File: src/rtl/urt_pkg.sv
`default_nettype none
// ============================================================================
//  Module      : urt_pkg
//  Description : Shared definitions for the UART receive controller: state
//                encoding constants, the state enum and the 2-of-3 majority
//                helper used by the bit sampler.
//                Optional feature macro: URT_RX_BREAK_EN (adds BRK_WAIT).
//  Revision    : 1.0 - initial release
// ============================================================================
package urt_pkg;

    // State encoding constants (3 bits wide)
    localparam logic [2:0] URT_RX_ST_IDLE     = 3'd0;
    localparam logic [2:0] URT_RX_ST_START    = 3'd1;
    localparam logic [2:0] URT_RX_ST_DATA     = 3'd2;
    localparam logic [2:0] URT_RX_ST_PARITY   = 3'd3;
    localparam logic [2:0] URT_RX_ST_STOP     = 3'd4;
    localparam logic [2:0] URT_RX_ST_ERR_CHK  = 3'd5;
    localparam logic [2:0] URT_RX_ST_VALID    = 3'd6;
`ifdef URT_RX_BREAK_EN
    localparam logic [2:0] URT_RX_ST_BRK_WAIT = 3'd7;
`endif

    typedef enum logic [2:0] {
        ST_IDLE     = URT_RX_ST_IDLE,
        ST_START    = URT_RX_ST_START,
        ST_DATA     = URT_RX_ST_DATA,
        ST_PARITY   = URT_RX_ST_PARITY,
        ST_STOP     = URT_RX_ST_STOP,
        ST_ERR_CHK  = URT_RX_ST_ERR_CHK,
`ifdef URT_RX_BREAK_EN
        ST_VALID    = URT_RX_ST_VALID,
        ST_BRK_WAIT = URT_RX_ST_BRK_WAIT
`else
        ST_VALID    = URT_RX_ST_VALID
`endif
    } urt_rx_state_e;

    // 2-of-3 majority vote
    function automatic logic maj3(input logic a, input logic b, input logic c);
        return (a & b) | (a & c) | (b & c);
    endfunction

endpackage
`default_nettype wire

File: src/rtl/urt_rx_sampler.sv
`default_nettype none
// ============================================================================
//  Module      : urt_rx_sampler
//  Description : Captures RX at the three mid-bit edge counts
//                (PRESCALE/2-1, PRESCALE/2, PRESCALE/2+1) and presents the
//                majority-decided bit together with a strobe on the last
//                edge count of the bit period.
//  Ports       : clk, rst        - clock, synchronous active-high reset
//                i_en            - bit timing active (counting state)
//                i_rx            - serial line
//                i_edge_cnt      - edge counter 0..PRESCALE-1
//                o_bit           - decided bit value
//                o_bit_done      - high on edge count PRESCALE-1 when enabled
//  Revision    : 1.0 - initial release
// ============================================================================
module urt_rx_sampler
    import urt_pkg::*;
#(
    parameter int PRESCALE = 8,
    parameter int CNT_W    = 3
) (
    input  logic             clk,
    input  logic             rst,
    input  logic             i_en,
    input  logic             i_rx,
    input  logic [CNT_W-1:0] i_edge_cnt,
    output logic             o_bit,
    output logic             o_bit_done
);

    localparam logic [CNT_W-1:0] c_S0   = CNT_W'(PRESCALE/2 - 1);
    localparam logic [CNT_W-1:0] c_S1   = CNT_W'(PRESCALE/2);
    localparam logic [CNT_W-1:0] c_S2   = CNT_W'(PRESCALE/2 + 1);
    localparam logic [CNT_W-1:0] c_LAST = CNT_W'(PRESCALE - 1);

    logic [2:0] r_smp;

    always_ff @(posedge clk) begin
        if (rst) begin
            r_smp <= 3'b000;
        end else if (i_en) begin
            if (i_edge_cnt == c_S0) r_smp[0] <= i_rx;
            if (i_edge_cnt == c_S1) r_smp[1] <= i_rx;
            if (i_edge_cnt == c_S2) r_smp[2] <= i_rx;
        end
    end

    // All three samples are settled well before the last edge count, so the
    // decision is purely registered and has no combinational path from RX.
    assign o_bit      = maj3(r_smp[0], r_smp[1], r_smp[2]);
    assign o_bit_done = i_en && (i_edge_cnt == c_LAST);

endmodule
`default_nettype wire

File: src/rtl/urt_rx_ctrl.sv
`default_nettype none
// ============================================================================
//  Module      : urt_rx_ctrl
//  Description : UART receive controller. Oversampled (PRESCALE clocks per
//                bit) frame reception with majority-vote bit decisions,
//                optional parity, one or two stop bits and one-cycle status
//                pulses. Optional break detection via macro URT_RX_BREAK_EN.
//  Ports       : CLK, RST      - clock, synchronous active-high reset
//                RX_IN         - serial line, idle high, pre-synchronised
//                PAR_EN        - parity bit present
//                PAR_TYP       - 0 even / 1 odd parity
//                STOP2         - two stop bits
//                P_DATA        - received word, held until next VALID
//                data_valid    - one-cycle pulse, P_DATA valid
//                par_err       - one-cycle parity error pulse
//                stp_err       - one-cycle stop error pulse
//                strt_glitch   - one-cycle false start pulse
//                brk_det       - one-cycle break pulse (0 unless enabled)
//  Revision    : 1.0 - initial release
// ============================================================================
module urt_rx_ctrl
    import urt_pkg::*;
#(
    parameter int DATA_WIDTH = 8,
    parameter int PRESCALE   = 8
) (
    input  logic                  CLK,
    input  logic                  RST,
    input  logic                  RX_IN,
    input  logic                  PAR_EN,
    input  logic                  PAR_TYP,
    input  logic                  STOP2,
    output logic [DATA_WIDTH-1:0] P_DATA,
    output logic                  data_valid,
    output logic                  par_err,
    output logic                  stp_err,
    output logic                  strt_glitch,
    output logic                  brk_det
);

    localparam int c_CNT_W = $clog2(PRESCALE);
    localparam int c_BIT_W = 4;  // frame index never exceeds 13
    localparam logic [c_CNT_W-1:0] c_EDGE_LAST = c_CNT_W'(PRESCALE - 1);
    localparam logic [c_BIT_W-1:0] c_DATA_LAST = c_BIT_W'(DATA_WIDTH);

    urt_rx_state_e          r_state, w_next;
    logic [c_CNT_W-1:0]     r_edge_cnt;
    logic [c_BIT_W-1:0]     r_bit_cnt;
    logic                   r_par_en, r_par_typ, r_stop2;
    logic [DATA_WIDTH-1:0]  r_shift;
    logic [DATA_WIDTH-1:0]  r_p_data;
    logic                   r_par_flag, r_stp_flag;

    logic                   w_cnt_en;
    logic                   w_bit, w_bit_done;
    logic                   w_frame_start;
    logic [c_BIT_W-1:0]     w_last_idx;

    // Bit index 0 is the start bit, data bits are 1..DATA_WIDTH, then the
    // optional parity bit, then the stop bit(s).
    assign w_last_idx = c_BIT_W'(DATA_WIDTH + 1) + c_BIT_W'(r_par_en)
                      + c_BIT_W'(r_stop2);

    assign w_frame_start = (w_next == ST_START) && (r_state != ST_START);

    always_comb begin
        w_cnt_en = 1'b0;
        case (r_state)
            ST_START, ST_DATA, ST_PARITY, ST_STOP: w_cnt_en = 1'b1;
`ifdef URT_RX_BREAK_EN
            ST_BRK_WAIT:                           w_cnt_en = 1'b1;
`endif
            default:                               w_cnt_en = 1'b0;
        endcase
    end

    urt_rx_sampler #(
        .PRESCALE (PRESCALE),
        .CNT_W    (c_CNT_W)
    ) u_sampler (
        .clk        (CLK),
        .rst        (RST),
        .i_en       (w_cnt_en),
        .i_rx       (RX_IN),
        .i_edge_cnt (r_edge_cnt),
        .o_bit      (w_bit),
        .o_bit_done (w_bit_done)
    );

`ifdef URT_RX_BREAK_EN
    // Break tracking: all data/parity bits zero and the first stop bit zero.
    logic               r_all_zero;
    logic               r_stop0_low;
    logic               w_brk;
    logic               w_brk_det;
    logic [c_BIT_W-1:0] w_first_stop;

    assign w_first_stop = c_BIT_W'(DATA_WIDTH + 1) + c_BIT_W'(r_par_en);
    assign w_brk        = r_all_zero & r_stop0_low;

    always_ff @(posedge CLK) begin
        if (RST) begin
            r_all_zero  <= 1'b0;
            r_stop0_low <= 1'b0;
        end else if (w_frame_start) begin
            r_all_zero  <= 1'b1;
            r_stop0_low <= 1'b0;
        end else if (w_bit_done) begin
            if ((r_state == ST_DATA || r_state == ST_PARITY) && w_bit)
                r_all_zero <= 1'b0;
            if (r_state == ST_STOP && r_bit_cnt == w_first_stop && !w_bit)
                r_stop0_low <= 1'b1;
        end
    end

    assign brk_det = w_brk_det;
`else
    assign brk_det = 1'b0;
`endif

    // Next-state and pulse outputs
    always_comb begin
        w_next      = r_state;
        data_valid  = 1'b0;
        par_err     = 1'b0;
        stp_err     = 1'b0;
        strt_glitch = 1'b0;
`ifdef URT_RX_BREAK_EN
        w_brk_det   = 1'b0;
`endif
        case (r_state)
            ST_IDLE: begin
                if (!RX_IN) w_next = ST_START;
            end
            ST_START: begin
                if (w_bit_done) begin
                    if (w_bit) begin
                        strt_glitch = 1'b1;
                        w_next      = ST_IDLE;
                    end else begin
                        w_next = ST_DATA;
                    end
                end
            end
            ST_DATA: begin
                if (w_bit_done && r_bit_cnt == c_DATA_LAST)
                    w_next = r_par_en ? ST_PARITY : ST_STOP;
            end
            ST_PARITY: begin
                if (w_bit_done) w_next = ST_STOP;
            end
            ST_STOP: begin
                if (w_bit_done && r_bit_cnt == w_last_idx) w_next = ST_ERR_CHK;
            end
            ST_ERR_CHK: begin
`ifdef URT_RX_BREAK_EN
                if (w_brk) begin
                    w_brk_det = 1'b1;
                    w_next    = ST_BRK_WAIT;
                end else
`endif
                begin
                    par_err = r_par_flag;
                    stp_err = r_stp_flag;
                    w_next  = (r_par_flag || r_stp_flag) ? ST_IDLE : ST_VALID;
                end
            end
            ST_VALID: begin
                data_valid = 1'b1;
                w_next     = RX_IN ? ST_IDLE : ST_START;
            end
`ifdef URT_RX_BREAK_EN
            ST_BRK_WAIT: begin
                if (w_bit_done && w_bit) w_next = ST_IDLE;
            end
`endif
            default: w_next = ST_IDLE;
        endcase
    end

    always_ff @(posedge CLK) begin
        if (RST) begin
            r_state    <= ST_IDLE;
            r_edge_cnt <= '0;
            r_bit_cnt  <= '0;
            r_par_en   <= 1'b0;
            r_par_typ  <= 1'b0;
            r_stop2    <= 1'b0;
            r_shift    <= '0;
            r_p_data   <= '0;
            r_par_flag <= 1'b0;
            r_stp_flag <= 1'b0;
        end else begin
            r_state <= w_next;

            // Counters run only in bit-timed states and sit at zero elsewhere,
            // so every entry to START (from IDLE or VALID) begins at 0/0.
            if (w_cnt_en) begin
                if (r_edge_cnt == c_EDGE_LAST) begin
                    r_edge_cnt <= '0;
                    r_bit_cnt  <= r_bit_cnt + 1'b1;
                end else begin
                    r_edge_cnt <= r_edge_cnt + 1'b1;
                end
            end else begin
                r_edge_cnt <= '0;
                r_bit_cnt  <= '0;
            end

            if (w_frame_start) begin
                r_par_en   <= PAR_EN;
                r_par_typ  <= PAR_TYP;
                r_stop2    <= STOP2;
                r_par_flag <= 1'b0;
                r_stp_flag <= 1'b0;
            end

            if (r_state == ST_DATA && w_bit_done)
                r_shift <= {w_bit, r_shift[DATA_WIDTH-1:1]};

            if (r_state == ST_PARITY && w_bit_done
                && (w_bit != ((^r_shift) ^ r_par_typ)))
                r_par_flag <= 1'b1;

            if (r_state == ST_STOP && w_bit_done && !w_bit)
                r_stp_flag <= 1'b1;

            // Load on the way into VALID so P_DATA is current during VALID.
            if (w_next == ST_VALID)
                r_p_data <= r_shift;
        end
    end

    assign P_DATA = r_p_data;

endmodule
`default_nettype wire

File: config.mk
export PLATFORM = sky130hd
export DESIGN_NAME = urt_rx_ctrl
export DESIGN_NICKNAME = d
export VERILOG_FILES = /design/src/rtl/urt_pkg.sv /design/src/rtl/urt_rx_sampler.sv /design/src/rtl/urt_rx_ctrl.sv
export SDC_FILE = /design/constraint.sdc
export NUM_CORES = 1
export LEC_CHECK = 0
export BUFFER_PORTS_ARGS = -buffer_cell sky130_fd_sc_hd__buf_4
export CAP_MARGIN = 20
export CELL_PAD_IN_SITES_DETAIL_PLACEMENT = 2
export CELL_PAD_IN_SITES_GLOBAL_PLACEMENT = 2
export CORE_ASPECT_RATIO = 0.5
export CORE_MARGIN = 5
export CORE_UTILIZATION = 25
export CTS_CLUSTER_SIZE = 8
export DETAILED_ROUTE_END_ITERATION = 8
export PLACE_DENSITY_LB_ADDON = 0.1
export SYNTH_ARGS = -nofsm -noshare
export SYNTH_HDL_FRONTEND = slang
export SYNTH_HIERARCHICAL = 1
export SYNTH_SLANG_ARGS = --single-unit
export TNS_END_PERCENT = 20
File: constraint.sdc
create_clock -name CLK -period 5.45 [get_ports CLK]
set_input_delay 0.8175 -clock CLK [delete_from_list [all_inputs] [get_ports CLK]]
set_output_delay 0.8175 -clock CLK [all_outputs]
set_load 0.05 [all_outputs]
==> Yosys cells after proc, flatten, opt, wreduce, memory -nomap -nowiden <==
Cells that the tools add are included.
W data, S select, Z words.
{ "word_totals": {"regBits": 34, "word_cells": 81, "out_inout_bits": 13} }
{ "op_classes": {"n_eq_ne": 16, "reduce_logical": 21, "bitwise_logic": 7, "addsub": 4, "mux": 20} }
{ "op_table": {"columns": ["operator", "n"], "rows": [
  ["$eq A3 B3 Y1 const B", 7],
  ["$mux W3", 7],
  ["$pmux W3 S7", 1],
  ["$mux W1", 11],
  ["$eq A3 B2 Y1 const B", 3],
  ["$logic_and A1 B1 Y1", 9],
  ["$reduce_xor A8 Y1", 1],
  ["$eq A3 B1 Y1 const B", 2],
  ["$reduce_and A2 Y1", 3],
  ["$add A4 B1 Y4", 1],
  ["$add A4 B1 Y4 const A", 1],
  ["$add A4 B1 Y4 const B", 1],
  ["$eq A4 B4 Y1", 1],
  ["$eq A4 B4 Y1 const B", 1],
  ["$reduce_bool A2 Y1", 2],
  ["$reduce_or A4 Y1", 1],
  ["$add A3 B1 Y3 const B", 1],
  ["$and A1 B1 Y1", 3],
  ["$logic_not A3 Y1", 1],
  ["$ne A3 B1 Y1 const B", 1],
  ["$reduce_or A3 Y1", 1],
  ["$mux W2", 1],
  ["$or A1 B1 Y1", 2],
  ["$reduce_or A2 Y1", 1],
  ["5 further kinds", 5]
]} }

==> Longest topological paths before layout <==
Gate-level depths: netlist (run 1).
{ "depth": {"depth_word": 11, "mapped_depth": 8} }

==> Cells and area by module <==
The synthesis (run 1) kept the hierarchy.
{ "modules_own_cells": {"columns": ["mod", "n_inst", "area_per_inst_um2", "cells_each"], "rows": [
  ["urt_rx_ctrl", 1, 1465.2, 159],
  ["urt_rx_sampler", 1, 165.2, 15]
]} }

==> Worst setup path after synthesis (run 1) <==
OpenSTA, ideal clock, no wires.
{ "synth_path": {"path_type": "register -> output", "from": "reg r_state[0]", "to": "out strt_glitch", "stages_incl_launch_ff": 7, "t_required_ns": 4.633, "t_arrival_ns": 2.788, "setup_slack_ns": 1.844, "n_path_buf": 1, "cell_sequence": "dfxtp_1 buf_2 nor2_1 xnor2_1 and4_2 nand2_1 nor4b_1"} }
{ "synth_between": {"elab_chain_len": 6} }
{ "synth_rtl": {"columns": ["element", "line_no", "rtl"], "rows": [
  ["start: declaration", "urt_rx_ctrl.sv:46", "urt_rx_state_e r_state, w_next;"],
  ["start signal: assignment", "urt_rx_ctrl.sv:194", "r_state <= w_next;"],
  ["$eq A3 B2 Y1 (tied with other cells)", "urt_rx_ctrl.sv:68", "case (r_state)"],
  ["$reduce_or A4 Y1 (*)", "urt_rx_ctrl.sv:68", null],
  ["$mux W1 (*)", "urt_rx_ctrl.sv:68", null],
  ["net w_cnt_en", "urt_rx_ctrl.sv:54", "logic w_cnt_en;"],
  ["$logic_and A1 B1 Y1 (*)", "urt_rx_sampler.sv:51", "assign o_bit_done = i_en && (i_edge_cnt == c_LAST);"],
  ["net w_bit_done", "urt_rx_ctrl.sv:55", "logic w_bit, w_bit_done;"],
  ["$mux W1 (*)", "urt_rx_ctrl.sv:136", "if (w_bit_done) begin"],
  ["$mux W1 (*)", "urt_rx_ctrl.sv:131", "case (r_state)"],
  ["end: declaration", "urt_rx_ctrl.sv:37", "output logic strt_glitch,"]
]} }
Mark *: on every way through the listed nets, which the timed path passes. The rest lies on a longest branch.

==> Final worst setup path (run 1) <==
Ends and elaborated chain as after synthesis.

==> flow_summary.ini, run 1 <==
[die]
rows = 20
ios = 19
die_w_um = 124
die_area_um2 = 8330
initial_utilization_pct = 26.3
floorplan.die.height_um = 67.1
core_area_um2 = 6210

[synth]
ys_ff_latch = 34
synth_top_family_by_area = simple AND/OR/NAND/NOR gates
async_flop_share_pct = 0
syn_area_um2 = 1630
synth.area.top_cells = dfxtp_1, mux2i_1, nand2_1, nor2_1, xnor2_1
synthFlopType = dfxtp_1
synth_edf_count = 0
syn_nets = 185
synth_fa_ha_area_share_pct = 4.45
synth-simple-area-share_pct = 25.6
synth_xor_area_share_pct = 7.83
yosys_warnings = 6
synth_top_area_cell = dfxtp_1
synth_compound_area_share_pct = 5.30
post_synth_num_cell_types = 38
postSynthCellCount = 174
synthMuxAreaShare_pct = 9.82
synth.top_cell.area_share_pct = 41.7
syn_avg_cell_area_um2 = 9.37
yosysSeqAreaShare_pct = 41.7

[placed_design]
dpl.hpwl_um = 2790
place.gp.congestion = 0.703
postPlaceCellArea_um2 = 1800
numPortBuffers = 17

[timing]
setup_violations = 0
finalCriticalPeriod_ps = 3000
period_share_pct = 55.0
final_max_slew_viol_count = 0
hold_violations = 0
worst_clock_skew_ps = 6.17
max_freq_mhz = 334
tightest_slew_ps = 686
rsz0062_at_grt = no
fin_setup_tns_ps = 0
slew_headroom_pct = 54.1

[critical_path]
crit_path_start_kind = flop
crit_required_ps = 4630
reg2reg_depth = 7
critPathMaxFanout = 12
cp.arrival_ps = 2180
worstSetupEndpointType = output port
path_class = flop to output port

[power_and_ir_drop]
power_density_nw_per_um2 = 307
power.leakage_nw = 0.806
finalPower_mw = 0.605
vdd_drop_max_mv = 0.127

[detailed_routing]
vias = 1252
viasPerCell = 4.54
first_iter_violations = 78
dr.pass1.iters = 4
route.detailed.drc = 0
wirelength_um = 3890
post_drt_wl_per_cell_um = 14.1
ant_nets = 0

[global_route]
overflow = 0
grt_pass1_vias = 1302
antenna_found_initial = 0
grt_max_degree = 31
grt_first_pass_wirelength_um = 6450
grt_util_all_layers_pct = 10.0

[clock_network]
ctsHoldBuffers = 0
cts_setup_buffers = 0
htree_num_levels = 2
cts_inserted_buffers = 5
cts.root.buffer_cell = clkbuf_16
cts_buffer_depth = 2
clk_latency_ps = 280
cts_repair_resize_count = 0
clkTransAtPathRegs_ps = 60
cts_tree = done
clock-sinks = 34

[flow_run]
maxCapViolCount = 0

[cells_and_area]
area_growth_syn_to_layout_pct = 20.9
mostFrequentLayoutCells = dfxtp_1, nand2_1, nor2_1
stdcell_area_um2 = 1970
nets = 198
drive_gt1_share_pct = 16.0
n_fill_cell = 723
final_common_cell = dfxtp_1
antennaDiodeCount = 0

[worst_hold_path]
hp-class = flop to flop
worstHoldPathCells = 2

[status]
status = finished, final reports clean
==> critical path, cell delays in order, from the launching register on <==
cell     delay, ps
dfxtp_1        520
nor2_1         110
xnor2_1        320
and4_2         380
nand2_1         70
nor4b_1        240
buf_4          250
==> per-layer routing <==
| metal | GRT usage (%) | part of all wire (%) |
|---|---|---|
| met5 | 0 | 0 |
| met4 | 4.78 | 2.3 |
| met3 | 3.84 | 3.2 |
| met2 | 16.9 | 48 |
| met1 | 11.4 | 46 |
==> cell type report <==
cell class              instances  area (um^2)  share of cell area, %
clock buffers                   5          125                   6.35
clock inverters                 3         45.0                   2.29
inverters                       4         15.0                  0.762
multi-input cells             125          867                   44.0
flip-flops and latches         34          681                   34.5
well taps                      88          110                   5.59
repair buffers                 17          128                   6.48
==> flip-flops by register name, summed over array words and instances, names as in the netlist <==
name / flops
P_DATA: 8
r_bit_cnt: 4
r_edge_cnt: 3
r_par_en: 1
r_par_flag: 1
r_par_typ: 1
r_shift: 8
r_state: 3
r_stop2: 1
r_stp_flag: 1
u_sampler/r_smp: 3
==> where the power goes <==
part	leakage [nW]	switching [mW]	internal [mW]
Clock	0.0760	0.110	0.215
Sequential	0.275	0.00366	0.251
Combinational	0.455	0.0137	0.0104
Total	0.806	0.127	0.477
==> through the flow <==
step	instances	utilization [%]	setup WS, ps	hold WS [ps]
floorplan	174	-	1840	452
global placement	268	29.0	2800	472
detailed placement	268	29.0	2760	483
CTS	276	31.8	2440	493
global route	276	31.8	2290	528
finish	276	31.8	2450	483
==> final timing paths <==
check / start / to / slack, ps
setup / recovery: r_state[0] / strt_glitch / 2450
hold / removal: u_sampler/r_smp[2] / u_sampler/r_smp[2] / 480
setup reg to reg: r_state[0] / r_state[0] / 3320
hold reg to reg: u_sampler/r_smp[2] / u_sampler/r_smp[2] / 480
==> cell usage after synthesis, types with 4 or more instances <==
| library cell | number |
|---|---|
| xnor2_1 | 8 |
| nor2_1 | 19 |
| mux2i_1 | 16 |
| inv_1 | 4 |
| nand4b_1 | 4 |
| nand2b_1 | 8 |
| a21oi_1 | 8 |
| dfxtp_1 | 34 |
| nand2_1 | 22 |
| xor2_1 | 4 |
| ha_1 | 5 |
==> logic make-up after synthesis <==
group	count (synthesis)
AND/OR/NAND/NOR	76
flip-flops	34
multiplexers	16
buffers and inverters	15
AO/OA/AOI/OAI	13
XOR/XNOR	13
adder cells (fa/ha/maj)	6
other	1
Power figures use the tool's default switching activity.
==> inputs of run 2 (changes only) <==
--- a/config.mk
+++ b/config.mk
@@ -5,6 +5,7 @@
 export SDC_FILE = /design/constraint.sdc
 export NUM_CORES = 1
 export LEC_CHECK = 0
+export ABC_AREA = 1
 export BUFFER_PORTS_ARGS = -buffer_cell sky130_fd_sc_hd__buf_4
 export CAP_MARGIN = 20
 export CELL_PAD_IN_SITES_DETAIL_PLACEMENT = 2
==> constraint.sdc (replaced) <==
create_clock -name CLK -period 3.1 [get_ports CLK]
set_input_delay 0.465 -clock CLK [delete_from_list [all_inputs] [get_ports CLK]]
set_output_delay 0.465 -clock CLK [all_outputs]
set_load 0.05 [all_outputs]
==> run 2 against run 1 <==
Compared with the run above:
- via count grew 25%
- first-iteration DRC count fell by 18%
- critical path type unchanged
- flip-flop and latch count stayed put
- non-clock buffer count rose by 1
- largest cell class unchanged
==> flow_summary.ini, run 2 <==
[status]
status = finished, final reports clean

[synth]
synth_fa_ha_area_share_pct = 4.19
synth_xor_area_share_pct = 1.01
syn_avg_cell_area_um2 = 7.09
synthMuxAreaShare_pct = 0
postSynthCellCount = 244
synth-simple-area-share_pct = 26.5
synth_top_area_cell = dfxtp_1
synth_compound_area_share_pct = 16.8
synth_top_family_by_area = simple AND/OR/NAND/NOR gates
yosysMostFrequentCell = nand2_1
synthTopCellsByCount = nand2_1, inv_1, dfxtp_1
post_synth_num_cell_types = 34
synth.top_cell.area_share_pct = 39.3
ys_ff_latch = 34
syn_area_um2 = 1730
yosysSeqAreaShare_pct = 39.3
async_flop_share_pct = 0
syn_nets = 255
synth_edf_count = 0
synth.area.top_cells = dfxtp_1, nand2_1, inv_1, a21oi_1, nor2_1
yosys_warnings = 6
synthFlopType = dfxtp_1

[timing]
worst_clock_skew_ps = 5.45
final_max_slew_viol_count = 0
finalCriticalPeriod_ps = 2360
hold_violations = 0
fin_setup_tns_ps = 0
max_freq_mhz = 424
slew_headroom_pct = 54.1
setup_violations = 0
rsz0062_at_grt = no
tightest_slew_ps = 687
period_share_pct = 76.0
setup_ws_ps = 742

[cells_and_area]
nets = 274
drive_gt1_share_pct = 15.6
final_common_cell = nand2_1
mostFrequentLayoutCells = nand2_1, inv_1, dfxtp_1
antennaDiodeCount = 0
area_growth_syn_to_layout_pct = 19.4

[detailed_routing]
post_drt_wl_per_cell_um = 12.5
ant_nets = 0
wirelength_um = 4450
vias = 1562
route.detailed.drc = 0
first_iter_violations = 64
dr.pass1.iters = 2
viasPerCell = 4.40

[worst_hold_path]
hp-class = input pin to flop
min-delay-start = RST

[critical_path]
crit_top_cell = nand2_1
cp.arrival_ps = 1890
crit_required_ps = 2630
cpMaxStageDelayCell = dfxtp_1
critPathMaxFanout = 5
path_class = flop to output port
critical_path.max_stage_delay_ps = 390
crit_path_start_kind = flop
worstSetupEndpointType = output port
crit_start = r_state[0]
r2r_start = r_state[0]
worstPathCellList = inv_1 > nor2_2 > nand2_1 > nand3_2 > nand2_1 > nor2_1 > nand2_1 > nor2_1 > buf_4

[clock_network]
clkTransAtPathRegs_ps = 50
clk_latency_ps = 280
clock-sinks = 34
cts_inserted_buffers = 5
cts_buffer_depth = 2
cts_tree = done
htree_num_levels = 2
cts.root.buffer_cell = clkbuf_16
cts_repair_resize_count = 0
ctsHoldBuffers = 0
cts_setup_buffers = 0

[power_and_ir_drop]
power.leakage_nw = 0.913
vdd_drop_max_mv = 0.167
finalPower_mw = 0.977
power_density_nw_per_um2 = 473

[placed_design]
preCtsSetupSlack_ps = 1020
dpl.hpwl_um = 3470
place.gp.congestion = 0.696
numPortBuffers = 17

[global_route]
antenna_found_initial = 0
grt_pass1_vias = 1698
overflow = 0
grt_util_all_layers_pct = 11.8
grt_max_degree = 18
grt_first_pass_wirelength_um = 8030

[die]
die_area_um2 = 8790
initial_utilization_pct = 25.8
floorplan.die.height_um = 68.8
die_w_um = 128
ios = 19
core_area_um2 = 6700
rows = 21

[flow_run]
maxCapViolCount = 0
[run 2: cells by family after synthesis]
group           after synthesis
fa+ha+maj                     6
other cells                   1
compound gates               50
buf+inv                      48
xor+xnor                      2
flops                        34
simple gates                103
[run 2: where the power goes]
group          leakage [nW]  total, mW  internal [mW]  switching, mW
registers             0.275      0.448          0.443        0.00420
clock network        0.0694      0.474          0.290          0.184
logic                 0.569     0.0549         0.0200         0.0349
total                 0.913      0.977          0.753          0.223
[run 2: layer usage]
metal / global-route usage [%] / vias to the layer above / wire length, um
li1: - / 805 / -
met1: 13.7 / 739 / 2120
met2: 20.6 / 13 / 2100
met3: 4.23 / 5 / 179
met4: 3.97 / 0 / 45
met5: 0 / - / 0
[run 2: worst paths after layout]
kind                                    end  slack (ps)  cells after the start
worst max register to register   r_state[0]        1100                     10
worst min-delay path             r_state[0]         430                      2
worst max-delay path            strt_glitch         740                      9
worst min register to register    r_par_typ         460                      2
[run 2: metrics by stage]
step,utilization (%),hold slack (ps),cell area (um^2),cells
3_3_place_gp,28.8,445,1930,348
4_1_cts,30.8,420,2070,355
3_5_place_dp,28.8,462,1930,348
5_1_grt,30.8,417,2070,355
2_1_floorplan,-,433,1730,244
6_report,30.8,426,2070,355
[run 2: worst max-delay path: cells and delay by family, from the launching register on]
| kind | cells | cell delay (ps) |
|---|---|---|
| flip-flops | 1 | 390 |
| AND/OR/NAND/NOR | 7 | 930 |
| buffers and inverters | 2 | 300 |
[run 2: cell type report]
type | count | area, um^2
clock buffer | 5 | 125
clock inverter | 2 | 10.0
tap | 92 | 115
multi-input combinational | 162 | 842
sequential | 34 | 681
timing repair buffer | 18 | 135
fill | 820 | 4630
inverter | 42 | 158
